--- src/rtl/regfile_writer_pkg.sv ---
`default_nettype none
// +----------------------------------------------------------------------+
// | regfile_writer_pkg : shared widths, load funct3 codes, FSM states    |
// | Revision 1.0                                                         |
// +----------------------------------------------------------------------+
package regfile_writer_pkg;

  localparam int RegLen     = 32;
  localparam int RegAddrLen = 5;

  localparam logic [RegLen-1:0]     ZERO_WORD = '0;
  localparam logic [RegAddrLen-1:0] X0        = '0;

  localparam logic [2:0] LB  = 3'b000;
  localparam logic [2:0] LH  = 3'b001;
  localparam logic [2:0] LW  = 3'b010;
  localparam logic [2:0] LBU = 3'b100;
  localparam logic [2:0] LHU = 3'b101;

  typedef enum logic [1:0] {
    ST_IDLE   = 2'd0,
    ST_LOAD   = 2'd1,
    ST_COMMIT = 2'd2
  } state_e;

  // Byte count of a load; 0 marks an illegal funct3.
  function automatic logic [2:0] load_len(input logic [2:0] f3);
    case (f3)
      LB, LBU: load_len = 3'd1;
      LH, LHU: load_len = 3'd2;
      LW:      load_len = 3'd4;
      default: load_len = 3'd0;
    endcase
  endfunction

endpackage
`default_nettype wire

--- src/rtl/regfile_writer_load_ext.sv ---
`default_nettype none
// +----------------------------------------------------------------------+
// | regfile_writer_load_ext : sign/zero extension of assembled load bytes|
// | Revision 1.0                                                         |
// +----------------------------------------------------------------------+
module regfile_writer_load_ext
  import regfile_writer_pkg::*;
#(
  parameter int XLEN = RegLen
) (
  input  logic [31:0]     bytes_i,
  input  logic [2:0]      funct3_i,
  output logic [XLEN-1:0] data_o
);

  always_comb begin
    data_o = '0;
    case (funct3_i)
      LB:      data_o = XLEN'($signed(bytes_i[7:0]));
      LH:      data_o = XLEN'($signed(bytes_i[15:0]));
      LW:      data_o = XLEN'($signed(bytes_i));
      LBU:     data_o = XLEN'(bytes_i[7:0]);
      LHU:     data_o = XLEN'(bytes_i[15:0]);
      default: data_o = '0;
    endcase
  end

endmodule
`default_nettype wire

--- src/rtl/regfile_writer.sv ---
`default_nettype none
// +----------------------------------------------------------------------+
// | regfile_writer : write-back stage, ALU pass-through and byte loads.  |
// | Option macro REGFILE_WRITER_PEND_EN adds pending-load outputs.       |
// | Revision 1.0                                                         |
// +----------------------------------------------------------------------+
module regfile_writer
  import regfile_writer_pkg::*;
#(
  parameter int XLEN       = RegLen,
  parameter int REG_ADDR_W = RegAddrLen
) (
  input  logic                  clk,
  input  logic                  rst,
  input  logic                  in_valid,
  output logic                  in_ready,
  input  logic                  in_rd_en,
  input  logic [REG_ADDR_W-1:0] in_rd_addr,
  input  logic                  in_is_load,
  input  logic [2:0]            in_funct3,
  input  logic [XLEN-1:0]       in_addr,
  input  logic [XLEN-1:0]       in_result,
  output logic                  mem_req,
  output logic [XLEN-1:0]       mem_addr,
  input  logic [7:0]            mem_din,
  output logic                  rd_enable_o,
  output logic [REG_ADDR_W-1:0] rd_addr_o,
  output logic [XLEN-1:0]       rd_data_o,
`ifdef REGFILE_WRITER_PEND_EN
  output logic                  pend_valid_o,
  output logic [REG_ADDR_W-1:0] pend_addr_o,
`endif
  output logic                  err_o
);

  state_e                  state_q, state_d;
  logic [REG_ADDR_W-1:0]   rd_addr_q;
  logic                    wen_q;
  logic                    alu_wr_q;
  logic [XLEN-1:0]         result_q;
  logic                    err_q;
  logic [XLEN-1:0]         base_q;
  logic [2:0]              funct3_q;
  logic [2:0]              nbytes_q;
  logic [2:0]              cnt_q;
  logic [3:0][7:0]         lanes_q;

  logic                    accept;
  logic [2:0]              in_len;
  logic                    in_wen;
  logic [1:0]              cap_lane;
  logic                    commit_wr;
  logic [XLEN-1:0]         ext_data;

  assign accept   = in_valid && in_ready;
  assign in_len   = load_len(in_funct3);
  assign in_wen   = in_rd_en && (in_rd_addr != REG_ADDR_W'(X0));
  // Lane filled this cycle is the one addressed in the previous cycle.
  assign cap_lane = cnt_q[1:0] - 2'd1;

  always_ff @(posedge clk) begin
    if (rst) state_q <= ST_IDLE;
    else     state_q <= state_d;
  end

  always_comb begin
    state_d = state_q;
    case (state_q)
      ST_IDLE, ST_COMMIT: begin
        if (accept && in_is_load && (in_len != 3'd0)) state_d = ST_LOAD;
        else                                          state_d = ST_IDLE;
      end
      ST_LOAD: if (cnt_q == nbytes_q) state_d = ST_COMMIT;
      default: state_d = ST_IDLE;
    endcase
  end

  always_comb begin
    in_ready    = !rst && (state_q != ST_LOAD);
    mem_req     = (state_q == ST_LOAD) && (cnt_q < nbytes_q);
    mem_addr    = mem_req ? base_q + XLEN'(cnt_q) : '0;
    commit_wr   = (state_q == ST_COMMIT) && wen_q;
    rd_enable_o = alu_wr_q || commit_wr;
    rd_addr_o   = rd_enable_o ? rd_addr_q : '0;
    rd_data_o   = alu_wr_q ? result_q : (commit_wr ? ext_data : '0);
    err_o       = err_q;
  end

`ifdef REGFILE_WRITER_PEND_EN
  always_comb begin
    pend_valid_o = (state_q == ST_LOAD) && wen_q;
    pend_addr_o  = pend_valid_o ? rd_addr_q : '0;
  end
`endif

  always_ff @(posedge clk) begin
    if (rst) begin
      rd_addr_q <= '0;
      wen_q     <= 1'b0;
      alu_wr_q  <= 1'b0;
      result_q  <= '0;
      err_q     <= 1'b0;
      base_q    <= '0;
      funct3_q  <= '0;
      nbytes_q  <= '0;
      cnt_q     <= '0;
      lanes_q   <= '0;
    end else begin
      alu_wr_q <= 1'b0;
      err_q    <= 1'b0;
      if (accept) begin
        rd_addr_q <= in_rd_addr;
        wen_q     <= in_wen;
        if (!in_is_load) begin
          alu_wr_q <= in_wen;
          result_q <= in_result;
        end else if (in_len == 3'd0) begin
          err_q <= 1'b1;
        end else begin
          base_q   <= in_addr;
          funct3_q <= in_funct3;
          nbytes_q <= in_len;
          cnt_q    <= '0;
          lanes_q  <= '0;
        end
      end
      if (state_q == ST_LOAD) begin
        cnt_q <= cnt_q + 3'd1;
        if (cnt_q != 3'd0) lanes_q[cap_lane] <= mem_din;
      end
    end
  end

  regfile_writer_load_ext #(.XLEN(XLEN)) u_load_ext (
    .bytes_i  (lanes_q),
    .funct3_i (funct3_q),
    .data_o   (ext_data)
  );

endmodule
`default_nettype wire

--- config.mk ---
export PLATFORM = sky130hd
export DESIGN_NAME = regfile_writer
export DESIGN_NICKNAME = d
export VERILOG_FILES = /design/src/rtl/regfile_writer_pkg.sv /design/src/rtl/regfile_writer_load_ext.sv /design/src/rtl/regfile_writer.sv
export SDC_FILE = /design/constraint.sdc
export NUM_CORES = 1
export LEC_CHECK = 0
export ABC_AREA = 1
export BUFFER_PORTS_ARGS = -buffer_cell sky130_fd_sc_hd__buf_2
export CAP_MARGIN = 20
export CORE_UTILIZATION = 40
export DETAILED_ROUTE_END_ITERATION = 16
export PLACE_DENSITY_LB_ADDON = 0.15
export RECOVER_POWER = 100
export SYNTH_ARGS = -nofsm -noshare
export SYNTH_HDL_FRONTEND = slang
export SYNTH_SLANG_ARGS = --single-unit
--- constraint.sdc ---
create_clock -name clk -period 2.2 [get_ports clk]
set_input_delay 0.44 -clock clk [delete_from_list [all_inputs] [get_ports clk]]
set_output_delay 0.44 -clock clk [all_outputs]
set_load 0.01 [all_outputs]
**Word-level counts from Yosys, hierarchy flattened**

Cells that the tools add are included.
Widths: inputs -> output; s select.

- Flip-flop bits (word level): 115
- Input bits: 85
- Logic and storage cells: 87
- Output and inout bits: 73

- Equality and inequality tests: 14
- Add/sub/neg operators: 3
- Bitwise logic cells: 3
- Mux-type cells: 23
- Reductions and logical operators: 27
- Magnitude comparators: 3

Operator list:

| operator | count |
|---|---|
| $mux 32 | 9 |
| $pmux 32 s5 | 1 |
| $add 32x3->32 | 1 |
| $bwmux 32 | 1 |
| $demux 8 s2 | 1 |
| $eq 3x3->1 const B | 4 |
| $mux 3 | 4 |
| $logic_not 3->1 | 3 |
| $pmux 3 s3 | 1 |
| $logic_and 1x1->1 | 8 |
| $mux 8 | 1 |
| $eq 3x1->1 const B | 2 |
| $eq 3x2->1 const B | 2 |
| $reduce_and 3->1 | 2 |
| $reduce_bool 3->1 | 2 |
| $reduce_or 2->1 | 3 |
| $reduce_or 3->1 | 2 |
| $mux 5 | 1 |
| $reduce_bool 5->1 | 1 |
| $ne 2x2->1 const B | 2 |
| $pmux 2 s2 | 1 |
| $reduce_bool 2->1 | 2 |
| $add 3x1->3 const B | 1 |
| $eq 3x3->1 | 1 |
| 14 further kinds | 17 |

**Longest topological paths before layout**

Gate-level depths: netlist (run 1).

- Depth after elaboration: 11
- Depth in mapped cells: 10
- Depth with buffers taken out: 10

**Hierarchy**

A second synthesis (run 1) with hierarchy kept.

- Cells, all modules: 928
- Area, all modules: 6297.3 um2

Modules (own cells, without submodules):

| module | instances | cells an instance | sequential area each (um2) | area an instance (um2) |
|---|---|---|---|---|
| regfile_writer | 1 | 844 | 2302.2 | 5764.3 |
| regfile_writer_load_ext | 1 | 84 | 0.0 | 533.0 |

**Worst setup path before layout (run 1)**

OpenSTA, ideal clock, no wires.

- Path kind: reg2out
- Start: reg cnt_q[0]
- End: out mem_addr[18]
- Buffers on the path: 0
- Setup slack: 132 ps
- Cell stages (with the launch flop): 11
- Data required time: 1760 ps
- Data arrival time: 1628 ps
- Path through: dfxtp_1 > ha_1 > fa_1 > nand2_1 > nand2_1 > nand4_1 > nor2_1 > nand2_1 > nand2_1 > nand2_1 > nor2_1

- Longest elaborated chain between the ends: 3
- Elaborated cells on any way between the ends: 4
- Classes of those cells: 1 x add/sub; 1 x order compare; 1 x mux; 1 x reduce/logical

Ends and longest elaborated chain:

| element | line | text |
|---|---|---|
| start: declaration | regfile_writer.sv:45 | `logic [2:0] cnt_q;` |
| start signal: assignment | regfile_writer.sv:128 | `cnt_q <= cnt_q + 3'd1;` |
| branches (longest 2 deep; another with $add 32x3->32) | -- |  |
| $mux 32 (*) | regfile_writer.sv:81 | `mem_addr = mem_req ? base_q + XLEN'(cnt_q) : '0;` |
| end: declaration | regfile_writer.sv:24 | `output logic [XLEN-1:0] mem_addr,` |

Mark *: on every way between the ends.

**Worst setup path in the final report (run 1)**

- Start: reg cnt_q[0]
- End: out mem_addr[6]

Same word-level chain as after synthesis.

==> results of run 1 <==
==> state kept, by name (all words and copies together) (netlist names) <==
signal and cells:
lanes_q 32, rd_addr_q 5, nbytes_q 3, cnt_q 3, wen_q 1, err_o 1, alu_wr_q 1, state_q 2
result_q 32, base_q 32, funct3_q 3
==> worst register-to-register path: stages, from the launching register on <==
cell and delay (ns):
dfxtp_1 0.36, inv_2 0.06, nor2_4 0.09, clkbuf_2 0.21, nor2_4 0.07, nand4_4 0.06
clkbuf_4 0.79, inv_2 0.32, nand2_1 0.22, a21oi_1 0.08
==> repair_timing <==
item | CTS | global route
endpoints found under the setup margin | 64 | 65
setup buffers | 10 | 17
gates resized for setup | 110 | 186
gates cloned | 3 | 3
pin swaps | 28 | 55
==> cell families after synthesis <==
| family | Yosys count |
|---|---|
| compound gates | 249 |
| flops | 115 |
| simple gates | 372 |
| xor+xnor | 6 |
| buf+inv | 136 |
| fa+ha+maj | 12 |
==> power breakdown <==
part | total [uW] | internal (uW) | switching, uW | leakage, uW
Combinational | 437 | 173 | 264 | 0.00236
Sequential | 2200 | 2150 | 48.0 | 0.000943
Clock | 2590 | 1580 | 1010 | 0.000267
Total | 5230 | 3910 | 1320 | 0.00357
==> through the flow <==
step	total power, uW	instance area [sq um]	utilization	std cells	setup TNS, ns
6_report	5230	8720	0.600	1278	-11.71
4_1_cts	5220	8020	0.552	1260	-6.12
3_3_place_gp	2620	6960	0.479	1216	0
3_5_place_dp	2620	6960	0.479	1216	-0.0273
5_1_grt	5440	8720	0.600	1278	-31.88
2_1_floorplan	2460	5940	-	890	0
==> cell usage in the layout (no fill, tap or decap), types with 4 or more instances in the layout <==
cell	netlist	layout
nor2_1	104	78
nor2_2	2	12
clkbuf_1	26	4
nand2_1	186	132
nand3_2	2	9
clkbuf_16	0	17
o22ai_4	0	5
dfxtp_2	0	11
a21oi_1	114	105
clkinv_2	0	4
o21ai_0	99	69
ha_1	11	5
buf_6	7	33
buf_4	5	28
o21ai_2	0	11
nand3_1	59	51
dfxtp_4	0	4
inv_1	84	78
dfxtp_1	115	100
o21ai_1	23	41
nor3_2	1	4
nand2_2	1	38
a21oi_2	1	9
clkinvlp_4	0	5
buf_12	0	5
buf_2	8	144
nor2_4	3	19
ha_4	0	5
inv_2	5	7
nand2_4	0	17
==> worst max path at each step <==
stage,start,end,cells past startpoint
finish,cnt_q[0],mem_addr[6],10
global route,cnt_q[0],mem_addr[22],12
CTS,cnt_q[0],mem_addr[26],12
detailed placement,cnt_q[0],mem_addr[26],12
global placement,base_q[0],mem_addr[26],12
floorplan,cnt_q[0],mem_addr[18],10
==> routing by layer <==
| metal | up-vias | global-route usage |
|---|---|---|
| met5 | - | 0 |
| met4 | 0 | 0.108 |
| met3 | 51 | 0.0458 |
| met2 | 173 | 0.430 |
| met1 | 2969 | 0.283 |
| li1 | 3312 | - |
==> final cells by class <==
type | instances | area share
multi-input cells | 639 | 0.433
clock buffers | 20 | 0.0512
repair inverters | 1 | 0.000861
well taps | 184 | 0.0264
clock inverters | 12 | 0.0123
repair buffers | 217 | 0.167
flip-flops and latches | 115 | 0.267
inverters | 90 | 0.0418
==> results.cfg, run 1 <==
[status]
outcome = finished, violations left
violations = negative setup slack

[logic_synthesis]
syn_inst = 890
synthAdderAreaFrac = 0.0266
synth_top_family_by_area = simple AND/OR/NAND/NOR gates
ys_ff_latch = 115
synth_edf_count = 0
ys_types = 36
synth_top_cells_by_count = nand2_1, dfxtp_1, a21oi_1
yosysTopAreaCell = dfxtp_1
synth_compound_area_frac = 0.214
avgSynthCellArea_sq_um = 6.67
yosysMostFrequentCell = nand2_1
synth_ff_type = dfxtp_1
netlist_area_sq_um = 5940
syn_nets = 987
synth_top_area_share = 0.388
async_flop_share = 0
synthSimpleGateAreaFrac = 0.263
yosysWarnings = 0
synth_mux_area_frac = 0
ys_seq_area_frac = 0.388
synth_xor_area_frac = 0.00885
synthTopCellsByArea = dfxtp_1, nand2_1, a21oi_1

[detailed_routing]
antenna_left = 0
drt-pass1-iter-count = 5
num_vias = 6505
topRoutingLayerUsed = met4
wire_per_inst_microns = 14.8
drc_errors = 0
wl_microns = 18900
drt-met1-wl_microns = 8000
wl_met2_microns = 9490
viasPerCell = 5.09
drtIter0Drc = 365
wl_met3_microns = 759

[pwr]
power_density_nw_per_um2 = 600
max-vdd-ir-drop_mv = 0.661
p_leak_uw = 0.00357

[worst_setup_path]
cpLargestDelayFamily = adder cells
end_kind = primary output
slowest_delay_ns = 0.34
reg2reg_from = state_q[0]
rr_endpoint = nbytes_q[2]
cp_max_fo = 3
arrival_ns = 2.09
crit_buf_inv = 3
cp.required_ns = 1.76
cp_slowest_cell = fa_2
cp_cell_sequence = ha_4 > fa_2 > nand2_2 > nand2_2 > buf_4 > nand2_4 > buf_6 > nor3_2 > nor3_2 > buf_2
critical_path_class = flip-flop to primary output
regToRegSetupSlack_ns = -0.20
start_kind = flip-flop
reg2reg_depth = 9

[place]
dp_slack_ns = -0.0273
gp_congestion = 0.905
port-buffer-count = 157
detailed_place_hpwl_microns = 12200

[floorplanning]
core-area_sq_um = 14500
die_area_sq_um = 15300
io_pins = 158
die_w_microns = 124
rows = 44
die_h_microns = 124
start_util = 0.408

[hold_path]
hold_class = input pin to flip-flop
hold_path.startpoint = in_funct3[2]
min_to = funct3_q[2]
hold_path_depth = 3

[global_routing]
grt_pass1_vias = 6071
grt_max_degree = 97
grt_pass1_wl_microns = 28700
grt_overflow = 0
grt_util_all_layers = 0.243
grt_antenna_before_repair = 0

[sta]
rsz0062_at_grt = yes
min_period_over_period = 1.15
hold_viol = 0
fin_worst_skew_ns = 0.00661
setup_slack_ns = -0.329
slew_viol_final = 0
period_minus_slack_ns = 2.53
relSlewSlack = 0.204
setup_viol = 101
holdWs_ns = 0.271
fmax_mhz = 395
worst_slew_pin_slew_ns = 1.19

[clocking]
cts_sinks = 115
cts_tree = done
htreeDepth = 4
clock_latency_ns = 0.42
root_buffer = clkbuf_16
clockBufferDepth = 2
path_clk_slew_ns = 0.05
cts_hold_buf = 0
cts_buffers = 17

[finish]
n_fill_cell = 1417
area_growth_pct = 46.9
n_antenna_cell = 0
drive_above_1_share = 0.383
multi_input_area_sq_um = 3780
regArea_sq_um = 2330
nNetsFinal = 1178

[run]
cap_violations = 0
Note: power is estimated with default switching activity, not from simulation.
==> inputs of run 2 (changes only) <==
CORE_MARGIN = 2   (was not set)
SKIP_LAST_GASP = 1   (was not set)
==> run 2 against run 1 <==
Against the previous run:
- the run ends with max-capacitance violations, max-slew violations, negative setup slack left
- core utilization down 2.4 points
- first-iteration DRC count up 15%
- final area down 4.0%
- global-route usage down 1.3 points
- clock skew up 0.0020 ns
- routed wire length down 1.5%
- non-clock buffer count down 10
- largest power group unchanged
==> results.cfg, run 2 (same netlist as run 1, synthesis figures left out) <==
[sta]
slew_viol_final = 91
min_period_over_period = 1.15
fin_worst_skew_ns = 0.00864
period_minus_slack_ns = 2.54
setup_slack_ns = -0.336
fmax_mhz = 394
setup_viol = 48
hold_viol = 0
rsz0062_at_grt = yes
relSlewSlack = -0.0799
totalNegativeSetupSlack_ns = -8.99
worst_slew_pin_slew_ns = 1.62

[global_routing]
grt_antenna_before_repair = 0
grt_overflow = 0
grt_util_all_layers = 0.230
grt_max_degree = 97
grt_pass1_wl_microns = 29500
grt_pass1_vias = 5985

[run]
cap_violations = 1

[status]
violations = max-capacitance violations, max-slew violations, negative setup slack
outcome = finished, violations left

[worst_setup_path]
arrival_ns = 2.10
crit_top_cell = nand2_2
cp_cell_sequence = ha_4 > fa_2 > nand2_2 > nand2_2 > nand4_1 > nor2_1 > buf_4 > buf_6 > nor2_2 > nor3_2 > buf_2
critical_path_class = flip-flop to primary output
reg2reg_from = state_q[0]
cp_slowest_cell = dfxtp_2
end_kind = primary output
crit_start = base_q[0]
cp.required_ns = 1.76
slowest_delay_ns = 0.35
start_kind = flip-flop
cp_max_fo = 5

[hold_path]
hold_path.startpoint = in_funct3[2]
hold_class = input pin to flip-flop

[detailed_routing]
num_vias = 6385
antenna_left = 0
drtIter0Drc = 419
wl_microns = 18700
wire_per_inst_microns = 14.7
viasPerCell = 5.04
drt-pass1-iter-count = 5
drc_errors = 0

[clocking]
clock_latency_ns = 0.41
htreeDepth = 4
clockBufferDepth = 2
root_buffer = clkbuf_16
cts_tree = done
cts_hold_buf = 0
path_clk_slew_ns = 0.05
cts_sinks = 115
cts_buffers = 17

[floorplanning]
rows = 44
start_util = 0.408
io_pins = 158
die_h_microns = 126
core-area_sq_um = 14500
die_area_sq_um = 15800
die_w_microns = 126

[place]
dp_slack_ns = -0.00754
port-buffer-count = 157
detailed_place_hpwl_microns = 12500
gp_congestion = 0.887
dp.cells = 1214

[finish]
layout_common_cells = buf_2, nand2_1, a21oi_1
final_common_cell = buf_2
nNetsFinal = 1168
n_fill_cell = 1426
drive_above_1_share = 0.325
fin_cells = 1267
n_antenna_cell = 0
largest_registers = base_q: 32 flops, lanes_q: 32 flops, result_q: 32 flops
area_growth_pct = 40.9

[pwr]
power_density_nw_per_um2 = 653
p_leak_uw = 0.00358
max-vdd-ir-drop_mv = 0.575
power_uw = 5460
==> run 2: cell types whose count changed in the layout (fill, tap and decap cells not counted), sizes merged <==
cell and change:
inv +1, clkbuf +6, clkinv -1, buf -17
clkinvlp -2, bufinv +2
==> run 2: per-layer routing <==
layer | vias to the layer above | GRT usage | wire length (microns)
met5 | - | 0 | 0
met3 | 18 | 0.0514 | 810
met2 | 161 | 0.408 | 9470
met4 | 0 | 0.0646 | 252
li1 | 3282 | - | -
met1 | 2924 | 0.281 | 8110
==> run 2: cell type report <==
cell class                 instances  area, sq um  area share
clock buffer                      19          453      0.0541
sequential                       115         2320       0.278
tap                              184          230      0.0275
timing repair buffer             207         1310       0.157
timing repair inverter             1         7.51    0.000897
inverter                          90          354      0.0423
clock inverter                    12          156      0.0187
multi-input combinational        639         3530       0.422
==> run 2: power breakdown <==
group | internal (uW) | leakage [uW] | total [uW] | switching (uW)
Sequential | 2150 | 0.000941 | 2200 | 44.4
Clock | 1840 | 0.000299 | 2840 | 1010
Combinational | 165 | 0.00234 | 420 | 254
Total | 4160 | 0.00358 | 5460 | 1310
==> run 2: per-stage QoR <==
step	utilization	hold slack, ns	area (sq um)
2_1_floorplan	-	0.425	5940
3_3_place_gp	0.478	0.434	6940
3_5_place_dp	0.478	0.440	6940
4_1_cts	0.541	0.260	7860
5_1_grt	0.576	0.284	8370
6_report	0.576	0.274	8370
==> run 2: what timing repair did <==
item,in CTS,in global routing
pin swaps,11,27
gates cloned,2,4
endpoints found under the setup margin,65,69
gates resized for setup,53,142
buffers inserted,10,9
==> run 2: path summary, 6_finish.rpt <==
path | to | slack (ns) | depth (start not counted)
hold reg to reg | rd_addr_q[2] | 0.45 | 2
setup / recovery | mem_addr[14] | -0.34 | 11
setup reg to reg | funct3_q[1] | -0.08 | 9
hold / removal | funct3_q[2] | 0.27 | 3
==> run 2: critical path, delay by kind of cell (launching register included) <==
kind	cells	cell delay (ns)
adder cells (fa/ha/maj)	2	0.35
buffers and inverters	3	0.42
flip-flops	1	0.35
AND/OR/NAND/NOR	6	0.58
==> inputs of run 3 (changes only) <==
clock period = 2.6 ns   (was 2.2 ns; I/O delays follow)
==> run 3 against run 2 <==
Against the previous run:
- the run still ends with max-capacitance violations, max-slew violations, negative setup slack left
- die area did not move
- setup slack improved by 0.30 ns
- via count shrank 1.7%
- sequential power is 15% lower
- non-clock buffer count down 16
- clock skew fell by 0.0043 ns
- count of clock-buffer cells in the layout unchanged
- combinational power decreased by 23%
- power down 15%
- sequential cell count is the same
- clock power shrank 14%
- core utilization decreased by 4.1 points
- largest cell class unchanged
- highest routed layer unchanged
==> results.cfg, run 3 (same netlist as run 1, synthesis figures left out) <==
[finish]
drive_above_1_share = 0.247
post-route-util = 0.535
n_antenna_cell = 0
nNetsFinal = 1152
area_growth_pct = 30.9
largest_registers = base_q: 32 flops, lanes_q: 32 flops, result_q: 32 flops
layout_common_cells = nand2_1, buf_2, o21ai_0
final_common_cell = nand2_1

[sta]
period_minus_slack_ns = 2.64
rsz0062_at_grt = yes
setup_viol = 5
holdWs_ns = 0.356
hold_viol = 0
fmax_mhz = 379
worst_slew_pin_slew_ns = 1.57
slew_viol_final = 91
min_period_over_period = 1.01
setup_slack_ns = -0.0363
relSlewSlack = -0.0477
fin_worst_skew_ns = 0.00435

[detailed_routing]
drtIter0Drc = 384
wl_microns = 18000
viasPerCell = 5.01
antenna_left = 0
wire_per_inst_microns = 14.4
num_vias = 6277
drc_errors = 0
drt-pass1-iter-count = 5

[worst_setup_path]
cp_max_fo = 5
cp.required_ns = 2.08
crit_start = base_q[0]
regToRegSetupSlack_ns = 0.15
end_kind = primary output
arrival_ns = 2.12
reg2reg_from = state_q[0]
critical_path_class = flip-flop to primary output
start_kind = flip-flop

[clocking]
root_buffer = clkbuf_16
path_clk_slew_ns = 0.06
clockBufferDepth = 2
cts_sinks = 115
cts_buffers = 17
cts_hold_buf = 0
htreeDepth = 4
clock_latency_ns = 0.42
cts_tree = done

[pwr]
p_leak_uw = 0.00318
max-vdd-ir-drop_mv = 0.447
power_density_nw_per_um2 = 597

[floorplanning]
core-area_sq_um = 14500
die_area_sq_um = 15800
io_pins = 158
start_util = 0.408
die_w_microns = 126
rows = 44
die_h_microns = 126

[hold_path]
hold_path.startpoint = in_addr[11]
hold_class = input pin to flip-flop

[global_routing]
grt_overflow = 0
grt_antenna_before_repair = 0
grt_max_degree = 91
grt_util_all_layers = 0.228
grt_pass1_wl_microns = 29300
grt_pass1_vias = 5999

[place]
gp_congestion = 0.912
detailed_place_hpwl_microns = 12600
port-buffer-count = 157

[status]
outcome = finished, violations left
violations = max-capacitance violations, max-slew violations, negative setup slack

[run]
cap_violations = 1
[run 3: timing repair]
action	in CTS	in global routing
cloned	1	0
endpoints found under the setup margin	29	27
gates resized for setup	31	31
pin swaps	7	18
setup buffers	4	15
[run 3: stage by stage]
stage	std cells	area, sq um	power (uW)	worst slack, ns	setup TNS [ns]
after global placement	1199	6820	2210	0.227	0
final	1252	7770	4640	-0.0363	-0.0941
after CTS	1236	7590	4660	-0.0738	-0.179
after floorplan	890	5940	2080	0.452	0
after global routing	1252	7770	4820	-0.210	-3.80
after detailed placement	1199	6820	2210	0.217	0
[run 3: power breakdown]
group | internal, uW | switching (uW) | leakage [uW] | total [uW]
logic | 129 | 196 | 0.00194 | 325
registers | 1820 | 37.8 | 0.000937 | 1860
clock network | 1600 | 848 | 0.000301 | 2450
[run 3: routing by layer]
layer	vias up	share of wire	wire length (microns)	GRT usage
met5	-	0	0	0
met4	0	0.018	320	0.0711
met3	27	0.050	901	0.0501
met2	151	0.50	9080	0.403
met1	2859	0.43	7690	0.278
li1	3240	-	-	-
[run 3: path summary, 6_finish.rpt]
check / depth (start not counted) / end
worst max register to register: 8 / funct3_q[2]
worst max-delay path: 10 / mem_addr[14]
worst min register to register: 2 / result_q[21]
worst min-delay path: 3 / base_q[11]
[run 3: worst max-delay path: stages (launching register included)]
cell and delay (ns):
dfxtp_2 0.35, ha_4 0.15, fa_2 0.22, nand2_2 0.08, nand2_2 0.07, nand4_1 0.10
buf_4 0.16, nor2_4 0.16, nor2_1 0.09, nor3_2 0.17, buf_2 0.16
[run 3: final cells by class]
type                       instances  area [sq um]
multi-input combinational        639          3210
timing repair inverter             1          7.51
sequential                       115          2310
tap                              184           230
fill                            1540          6760
clock inverter                    13           183
timing repair buffer             191          1050
clock buffer                      19           433
inverter                          90           343
